$ cat config.mk
export PLATFORM = sky130hd
export DESIGN_NAME = hazard_tracker
export DESIGN_NICKNAME = d
export VERILOG_FILES = /design/src/rtl/hazard_tracker.sv
export SDC_FILE = /design/constraint.sdc
export NUM_CORES = 1
export LEC_CHECK = 0
export CAP_MARGIN = 30
export CORE_ASPECT_RATIO = 1.4
export CORE_MARGIN = 2
export CORE_UTILIZATION = 30
export CTS_BUF_LIST = sky130_fd_sc_hd__clkbuf_4
export CTS_CLUSTER_DIAMETER = 150
export DETAILED_ROUTE_END_ITERATION = 6
export DONT_BUFFER_PORTS = 1
export PLACE_DENSITY = 0.56
export REMOVE_ABC_BUFFERS = 1
export SYNTH_ARGS = -nofsm -noshare
export SYNTH_HDL_FRONTEND = slang
export SYNTH_SLANG_ARGS = --single-unit
$ cat constraint.sdc
create_clock -name clk -period 3 [get_ports clk]
set_clock_uncertainty 0.2 [all_clocks]
set_input_delay 0.45 -clock clk [delete_from_list [all_inputs] [get_ports clk]]
set_output_delay 0.45 -clock clk [all_outputs]
set_load 0.02 [all_outputs]
$ cat src/rtl/hazard_tracker.sv
// Pipeline hazard tracker: follows destination register and Tnew through E/M/W,
// producing the stall request, forwarding selects and a saturating stall counter.
module hazard_tracker #(
   parameter int unsigned CNT_W = 16
) (
   input  logic             clk,
   input  logic             rst_n,
   input  logic [4:0]       d_a3,
   input  logic             d_regwrite,
   input  logic [1:0]       d_tnew,
   input  logic [4:0]       d_rs,
   input  logic [4:0]       d_rt,
   input  logic [1:0]       d_tuse_rs,
   input  logic [1:0]       d_tuse_rt,
   output logic             stall,
   output logic [1:0]       fwd_d_rs,
   output logic [1:0]       fwd_d_rt,
   output logic [1:0]       fwd_e_rs,
   output logic [1:0]       fwd_e_rt,
   output logic             fwd_m_rt,
   output logic [CNT_W-1:0] stall_cnt
);

   logic [4:0] e_a3, e_rs, e_rt, m_a3, m_rt, w_a3;
   logic [1:0] e_tnew, m_tnew;
   logic [1:0] d_tnew_clip;
   logic       stall_rs, stall_rt;

   assign d_tnew_clip = (d_tnew == 2'd3) ? 2'd2 : d_tnew;

   // An operand stalls only when its producer's result arrives later than it is consumed.
   always_comb begin
      stall_rs = 1'b0;
      stall_rt = 1'b0;
      if (d_rs != '0 && d_tuse_rs != 2'd3)
         stall_rs = (d_rs == e_a3 && e_tnew > d_tuse_rs) ||
                    (d_rs == m_a3 && m_tnew > d_tuse_rs);
      if (d_rt != '0 && d_tuse_rt != 2'd3)
         stall_rt = (d_rt == e_a3 && e_tnew > d_tuse_rt) ||
                    (d_rt == m_a3 && m_tnew > d_tuse_rt);
      stall = stall_rs | stall_rt;
   end

   always_comb begin
      fwd_d_rs = 2'd0;
      if (d_rs != '0 && d_rs == e_a3 && e_tnew == 2'd0)      fwd_d_rs = 2'd1;
      else if (d_rs != '0 && d_rs == m_a3 && m_tnew == 2'd0) fwd_d_rs = 2'd2;

      fwd_d_rt = 2'd0;
      if (d_rt != '0 && d_rt == e_a3 && e_tnew == 2'd0)      fwd_d_rt = 2'd1;
      else if (d_rt != '0 && d_rt == m_a3 && m_tnew == 2'd0) fwd_d_rt = 2'd2;

      fwd_e_rs = 2'd0;
      if (e_rs != '0 && e_rs == m_a3 && m_tnew == 2'd0) fwd_e_rs = 2'd1;
      else if (e_rs != '0 && e_rs == w_a3)              fwd_e_rs = 2'd2;

      fwd_e_rt = 2'd0;
      if (e_rt != '0 && e_rt == m_a3 && m_tnew == 2'd0) fwd_e_rt = 2'd1;
      else if (e_rt != '0 && e_rt == w_a3)              fwd_e_rt = 2'd2;

      fwd_m_rt = (m_rt != '0) && (m_rt == w_a3);
   end

   always_ff @(posedge clk or negedge rst_n) begin
      if (!rst_n) begin
         e_a3      <= '0;
         e_tnew    <= '0;
         e_rs      <= '0;
         e_rt      <= '0;
         m_a3      <= '0;
         m_tnew    <= '0;
         m_rt      <= '0;
         w_a3      <= '0;
         stall_cnt <= '0;
      end else begin
         if (stall) begin
            e_a3   <= '0;
            e_tnew <= '0;
            e_rs   <= '0;
            e_rt   <= '0;
            if (stall_cnt != '1) stall_cnt <= stall_cnt + 1'b1;
         end else begin
            e_a3   <= d_regwrite ? d_a3 : 5'd0;
            e_tnew <= d_tnew_clip;
            e_rs   <= d_rs;
            e_rt   <= d_rt;
         end
         m_a3   <= e_a3;
         m_tnew <= (e_tnew == 2'd0) ? 2'd0 : e_tnew - 2'd1;
         m_rt   <= e_rt;
         w_a3   <= m_a3;
      end
   end

endmodule
## Word-level counts from Yosys, hierarchy flattened

Index checks and enable logic that the tools add are counted.

- Register bits: 50
- Input bits: 24
- Output and inout bits: 26
- Logic and storage cells: 77

- $add $sub $neg: 2
- Order comparisons: 4
- Eq/ne operators: 13
- Multiplexer cells: 17
- Bitwise gates (word level): 1
- Reductions and logical operators: 31

Operators by type and width:

| operator | number |
|---|---|
| == test 5 bit | 9 |
| nonzero test 5 bit | 5 |
| 2-to-1 mux 2 bit | 11 |
| logical AND 1 bit | 21 |
| 2-to-1 mux 5 bit | 4 |
| adder 16 x 1 -> 16 bit, second input constant | 1 |
| != test 16 bit, second input constant | 1 |
| > comparator 2 bit | 4 |
| zero test 2 bit | 2 |
| != test 2 bit, second input constant | 2 |
| == test 2 bit, second input constant | 1 |
| logical OR 1 bit | 2 |
| 2-to-1 mux 1 bit | 2 |
| AND reduction 2 bit | 1 |
| subtractor 2 x 1 -> 2 bit, second input constant | 1 |
| bitwise OR 1 bit | 1 |

## Depth between registers and ports, before layout

Gate-level depths: netlist of run 1.

- Depth after elaboration: 6
- Gate-level depth with buffers: 9
- Mapped depth without buffers: 8

## Worst setup path after synthesis of run 1

OpenSTA, ideal clock, no wires.

- Kind: input to output
- Start point: input d_rs[1]
- End point: output fwd_d_rs[1]
- Arrival time: 2.110 ns
- Data required time: 2.350 ns
- Path slack: 0.240 ns
- Stages: 4
- Path buffers: 0
- Cell sequence: or4_1 -> o211ai_1 -> nor4_1 -> nor4b_1

- Longest elaborated chain between the ends: 5
- Elaborated cells on any way between the ends: 9
- Classes of those cells: eq/ne (2); mux (2); reduce/logical (5)

Ends and longest elaborated chain:

| element | line | RTL |
|---|---|---|
| start, declared | 11 | `input logic [4:0] d_rs,` |
| == test 5 bit or nonzero test 5 bit (tied branches) | 47, 46 |  |
| logical AND 1 bit (2 in a row) | 47 | `else if (d_rs != '0 && d_rs == m_a3 && m_tnew == 2'd0) fwd_d_rs = 2'd2;` |
| 2-to-1 mux 2 bit | 47 |  |
| 2-to-1 mux 2 bit * | 46 | `if (d_rs != '0 && d_rs == e_a3 && e_tnew == 2'd0) fwd_d_rs = 2'd1;` |
| end, declared | 16 | `output logic [1:0] fwd_d_rs,` |

Mark *: on every way between the ends. The rest lies on a longest branch, timed or not.

## Final worst setup path of run 1

- Start point: register e_tnew[1]
- End point: output stall

- Longest elaborated chain between the ends: 5
- Elaborated cells on any way between the ends: 9
- Classes of those cells: order compare (2); mux (2); bitwise (1); reduce/logical (4)

Ends and longest elaborated chain:

| element | line | RTL |
|---|---|---|
| start, declared | 25 | `logic [1:0] e_tnew, m_tnew;` |
| start signal, assigned | 84 | `e_tnew <= d_tnew_clip;` |
| > comparator 2 bit, on equally long branches | 36, 39 |  |
| logical AND 1 bit, on equally long branches | 36, 39 |  |
| logical OR 1 bit, on equally long branches | 36, 39 |  |
| 2-to-1 mux 1 bit, on equally long branches | 35, 38 |  |
| bitwise OR 1 bit * | 41 | `stall = stall_rs \| stall_rt;` |
| end, declared | 15 | `output logic stall,` |

Marks and branches as above.

==> flow_metrics.py, run 1 <==
metrics = {
    "outcome": {
        "status": "complete, no violations",
    },
    "layout": {
        "synthToLayoutAreaGrowth_pct": 17.02,
        "utilization": 0.3590,
        "fin_nets": 296,
        "drive_gt1_frac": 0.1136,
        "insertedDiodeCount": 0,
        "fin_area_um2": 3054,
        "instances_no_fill": 369,
    },
    "sta": {
        "setup_tns_ns": 0,
        "setup_ws_ns": 0.1391,
        "relSlewSlack": 0.7015,
        "hold_viol": 0,
        "hold_ws_ns": 0.02967,
        "max_freq_mhz": 349.5,
        "setup_violations": 0,
        "rsz0062_at_grt": "false",
        "drv_slew": 0,
        "min_period_ns": 2.861,
        "worst_slew_pin_slew_ns": 0.4461,
        "fin_crit_sh": 0.9536,
    },
    "yosys": {
        "ys_async_sr_fraction": 1.000,
        "synth_edf_count": 0,
        "synth.cell_area_um2": 2610,
        "seq_area_frac_synth": 0.4794,
        "synth_area_leaders": "dfrtp_1 (48%), xnor2_1 (12%), xor2_1 (6.7%)",
        "post-synth-top-count-cell": "dfrtp_1",
        "synthTopCellsByCount": "dfrtp_1 (50), xnor2_1 (35), xor2_1 (20)",
        "synth_top_area_frac": 0.4794,
        "yosysTopAreaCell": "dfrtp_1",
        "synth_cell_types": 28,
        "ys.warnings.count": 0,
        "ys.flop_type": "dfrtp_1",
        "ys_seq_elements": 50,
        "syn_inst": 239,
        "syn_avg_cell_area_um2": 10.92,
    },
    "grt": {
        "first_global_vias": 1871,
        "grt_pass1_wl_um": 9535,
        "antenna_found_initial": 0,
        "grt_usage": 0.1228,
        "grt_start_max_net_pins": 51,
        "overflow": 0,
    },
    "die": {
        "rows": 40,
        "dieHeight_um": 114.4,
        "pin_count": 50,
        "start_util": 0.3068,
        "core_um2": 8508,
        "die_w_um": 82.83,
        "die_area_um2": 9472,
    },
    "pwr": {
        "pwr_density_cell_nw_per_um2": 496.8,
        "leakagePower_nw": 1.302,
        "ir_drop_mv": 0.3211,
        "total_power_mw": 1.517,
    },
    "clock_tree": {
        "cts.clk_slew.worst_paths_ns": 0.14,
        "ctsLongestPathBuffers": 2,
        "clock_latency_ns": 0.36,
        "root_buffer": "clkbuf_4",
        "cts_setup_buffers": 0,
        "cts_tree": "done",
        "cts.htree.levels": 2,
        "cts_made_buffers": 5,
        "clock_sinks": 50,
    },
    "route": {
        "wl_per_cell_um": 15.50,
        "first_pass_iters": 2,
        "drcViolationCount": 0,
        "drt_iter0_drc": 73,
        "antenna_left": 0,
        "vias": 1810,
        "viasPerCell": 4.905,
        "routed_wl_um": 5720,
    },
    "critical_path": {
        "cp_max_fo": 23,
        "critical_path_required_ns": 2.35,
        "r2r-start": "e_tnew[0]$_DFF_PN0_",
        "end_kind": "output port",
        "regToRegSetupSlack_ns": 0.45,
        "worstSetupEndpoint": "stall",
        "reg2regPathDepth": 9,
        "cp-start-kind": "flip-flop",
        "crit_type": "flip-flop to output port",
        "startpoint": "e_tnew[1]$_DFF_PN0_",
        "reg2reg_to": "stall_cnt[12]$_DFFE_PN0P_",
        "arrival_ns": 2.21,
    },
    "job": {
        "max_cap_violations": 0,
    },
    "placement": {
        "dp_cells": 348,
        "hpwl_um": 4196,
        "placed_area_um2": 2783,
        "dp_slack_ns": 0.3592,
        "port_buffers": 0,
        "routabilityCongestion": 0.7612,
    },
    "min_path": {
        "holdCritPathClass": "input port to flip-flop",
    },
}
==> report_power, final <==
part	total, mW	internal [mW]	switching (mW)
clock	0.479	0.261	0.218
sequential	0.827	0.725	0.102
combinational	0.211	0.116	0.0950
==> timing repair <==
item                       4_1_cts  5_1_grt
hold buffers                    11        2
setup endpoints to repair        0        2
hold endpoints to repair        60        2
resized for setup                0        5
==> how the worst min path moves through the flow <==
stage,endpoint,start,slack [ns],cells after the start
2_1_floorplan,e_a3[0]$_DFF_PN0_,rst_n,-0.05,0
3_3_place_gp,stall_cnt[0]$_DFFE_PN0P_,rst_n,-0.04,0
3_5_place_dp,stall_cnt[4]$_DFFE_PN0P_,rst_n,-0.04,0
4_1_cts,e_rs[0]$_DFF_PN0_,d_rs[0],0.006,1
5_1_grt,e_a3[3]$_DFF_PN0_,d_regwrite,0.0002,1
6_report,e_tnew[0]$_DFF_PN0_,d_tnew[0],0.03,1
==> critical path: stages, from the launching register on <==
cell and delay (ns):
dfrtp_1 0.48, ha_1 0.31, nor2b_1 0.13, o21ai_0 0.18, nor3_2 0.09, nor4_4 0.33
buf_12 0.20, inv_1 0.13
==> state kept, by name (all words and copies together) (netlist names) <==
name and count:
stall_cnt 16, e_a3 5, e_rs 5, e_rt 5
m_a3 5, m_rt 5, w_a3 5, e_tnew 2
m_tnew 2
==> final cells by class <==
cell class / count / area [um^2]
multi-input cells: 176 / 1304
fillers: 860 / 5454
inverters: 5 / 18.77
clock buffers: 5 / 37.54
repair buffers: 25 / 241.5
flip-flops and latches: 50 / 1252
clock inverters: 3 / 68.82
well taps: 105 / 131.4
==> layer usage <==
metal	vias up	track usage	part of all wire
met4	0	0.03934	0.015
met1	891	0.1451	0.43
met5	-	0	0
li1	886	-	-
met3	7	0.02091	0.031
met2	26	0.2258	0.53
==> placed cells by master, fill, tap and decap left out, types with 6 or more instances in the layout <==
master	synthesis	routed
xnor2_1	35	35
and3_1	7	7
and2_1	11	11
dlygate4sd3_1	0	12
xor2_1	20	20
nor4_1	11	10
nor3_1	13	11
nand2_1	7	7
ha_1	9	9
nor2_1	7	7
buf_4	0	8
dfrtp_1	50	49
nand3_1	12	12
or4_1	6	6
==> logic make-up after synthesis <==
logic type               count (synthesis)  share of synthesized area
multiplexers                             3                    0.01294
AO/OA/AOI/OAI                           15                    0.03643
XOR/XNOR                                55                     0.1846
flip-flops                              50                     0.4794
AND/OR/NAND/NOR                         94                     0.2162
buffers and inverters                   13                    0.02733
adder cells (fa/ha/maj)                  9                    0.04315
Note: power is estimated with default switching activity, not from simulation.
==> run 2: changes to the inputs <==
CTS_CLUSTER_SIZE = 25   (was not set)
==> results of run 2 <==
The final DEF is identical to that of run 1; final timing and power are the same.
==> run 3: changes to the inputs <==
CORE_ASPECT_RATIO = 0.7   (was 1.4)
CORE_UTILIZATION = 55   (was 30)
PLACE_DENSITY = 0.82   (was 0.56)
SLEW_MARGIN = 20   (was not set)
==> flow_metrics.py, run 3 (same netlist as run 1, synthesis figures left out) <==
metrics = {
    "layout": {
        "drive_gt1_frac": 0.1115,
        "nFillCells": 343,
        "synthToLayoutAreaGrowth_pct": 14.53,
        "utilization": 0.6711,
        "largest_reg_flops": 16,
        "top_register": "stall_cnt",
        "insertedDiodeCount": 0,
        "fin_nets": 301,
        "final_cell_mix": "dfrtp_1 (49), xnor2_1 (35), xor2_1 (20)",
        "layout_commonest_cell": "dfrtp_1",
    },
    "route": {
        "wl_per_cell_um": 17.29,
        "viasPerCell": 5.938,
        "routed_wl_um": 5603,
        "antenna_left": 0,
        "drt_iter0_drc": 263,
        "first_pass_iters": 4,
        "drcViolationCount": 0,
        "vias": 1924,
    },
    "critical_path": {
        "end_kind": "output port",
        "cp_max_fo": 14,
        "arrival_ns": 2.22,
        "crit_type": "flip-flop to output port",
        "cp-start-kind": "flip-flop",
        "critical_path_required_ns": 2.35,
    },
    "placement": {
        "dp_slack_ns": 0.2683,
        "port_buffers": 0,
        "hpwl_um": 4000,
        "routabilityCongestion": 0.8648,
    },
    "grt": {
        "antenna_found_initial": 0,
        "grt_usage": 0.2272,
        "overflow": 0,
        "grt_start_max_net_pins": 51,
        "first_global_vias": 1905,
        "grt_pass1_wl_um": 9018,
    },
    "clock_tree": {
        "clock_latency_ns": 0.36,
        "ctsLongestPathBuffers": 2,
        "clock_sinks": 50,
        "cts.clk_slew.worst_paths_ns": 0.13,
        "cts_tree": "done",
        "root_buffer": "clkbuf_4",
        "cts_made_buffers": 5,
        "cts.htree.levels": 2,
    },
    "min_path": {
        "holdCritPathClass": "input port to flip-flop",
    },
    "pwr": {
        "pwr_density_cell_nw_per_um2": 450.4,
        "seq_power_share": 0.616,
        "combPwrFrac": 0.162,
        "clockPowerShare": 0.222,
        "leakagePower_nw": 1.306,
        "netSwitchingFraction": 0.2981,
        "internal_power_mw": 0.9450,
        "power_switching_mw": 0.4013,
        "ir_drop_mv": 0.5700,
    },
    "sta": {
        "hold_ws_ns": 0.03622,
        "max_freq_mhz": 348.7,
        "fin_crit_sh": 0.9559,
        "relSlewSlack": 0.5681,
        "min_period_ns": 2.868,
        "worst_slew_pin_slew_ns": 0.6429,
        "rsz0062_at_grt": "false",
        "drv_slew": 0,
        "hold_viol": 0,
        "setup_violations": 0,
        "setup_ws_ns": 0.1323,
    },
    "die": {
        "core_um2": 4454,
        "die_w_um": 86.34,
        "pin_count": 50,
        "rows": 20,
        "die_area_um2": 5321,
        "dieHeight_um": 61.64,
        "start_util": 0.5860,
    },
    "outcome": {
        "status": "complete, no violations",
    },
    "job": {
        "max_cap_violations": 0,
    },
}
==> run 3: cell count changes in the layout (fill, tap and decap cells not counted), sizes merged <==
| cell | change |
|---|---|
| dlygate4sd3 | +2 |
| bufinv | -2 |
| clkbuf | +2 |
| clkinv | +1 |
| buf | +2 |
==> run 3: critical path, stage by stage (launching register included) <==
cell and delay [ns]:
dfrtp_1 0.44, ha_1 0.30, nor2b_1 0.14, o21ai_0 0.18
nor3_1 0.11, nor4_4 0.38, buf_12 0.19, inv_1 0.12
==> run 3: stage by stage <==
stage               setup TNS (ns)  instance area, um^2  power, mW  cells
floorplan                 -0.05229                 2557     0.9643    231
global placement                 0                 2699      1.007    294
detailed placement               0                 2716      1.020    298
CTS                              0                 2898      1.341    317
global route                     0                 2989      1.427    324
finish                           0                 2989      1.346    324
==> run 3: worst paths after layout <==
check                                     from                        end  slack, ns  depth (start not counted)
min in group asynchronous                rst_n          e_rt[4]$_DFF_PN0_       0.38                          2
max                        m_tnew[1]$_DFF_PN0_                      stall       0.13                          7
min                                    d_a3[4]          e_a3[4]$_DFF_PN0_       0.04                          1
max in group asynchronous                rst_n        e_tnew[1]$_DFF_PN0_       2.01                          2
min reg2reg                  e_a3[4]$_DFF_PN0_          m_a3[4]$_DFF_PN0_       0.29                          0
max reg2reg                m_tnew[0]$_DFF_PN0_  stall_cnt[10]$_DFFE_PN0P_       0.42                         10
==> run 3: layout make-up <==
cell class / instances / area, um^2 / area share
clock buffers: 6 / 45.04 / 0.01507
multi-input cells: 176 / 1297 / 0.4341
flip-flops and latches: 50 / 1252 / 0.4190
inverters: 5 / 18.77 / 0.006279
repair buffers: 30 / 297.8 / 0.09962
clock inverters: 2 / 8.758 / 0.002930
well taps: 55 / 68.82 / 0.02302
==> run 3: per-layer routing <==
layer / vias up / part of all wire / track usage
met2: 69 / 0.47 / 0.3560
li1: 895 / - / -
met1: 951 / 0.45 / 0.3090
met5: - / 0 / 0
met3: 9 / 0.067 / 0.07373
met4: 0 / 0.012 / 0.06696
==> run 3: power by group through the flow <==
stage          Sequential [mW]  Combinational, mW  Clock, mW
6_report                 0.829              0.218      0.299
5_1_grt                  0.837              0.248      0.342
3_3_place_gp             0.839              0.168          0
2_1_floorplan            0.818              0.146          0
4_1_cts                  0.829              0.207      0.305
3_5_place_dp             0.842              0.178          0
==> run 3: what timing repair did <==
action | CTS | global route
hold buffers | 11 | 4
setup buffers | 0 | 2
gates resized for setup | 0 | 4
endpoints found under the setup margin | 0 | 1
endpoints found under the hold margin | 60 | 7
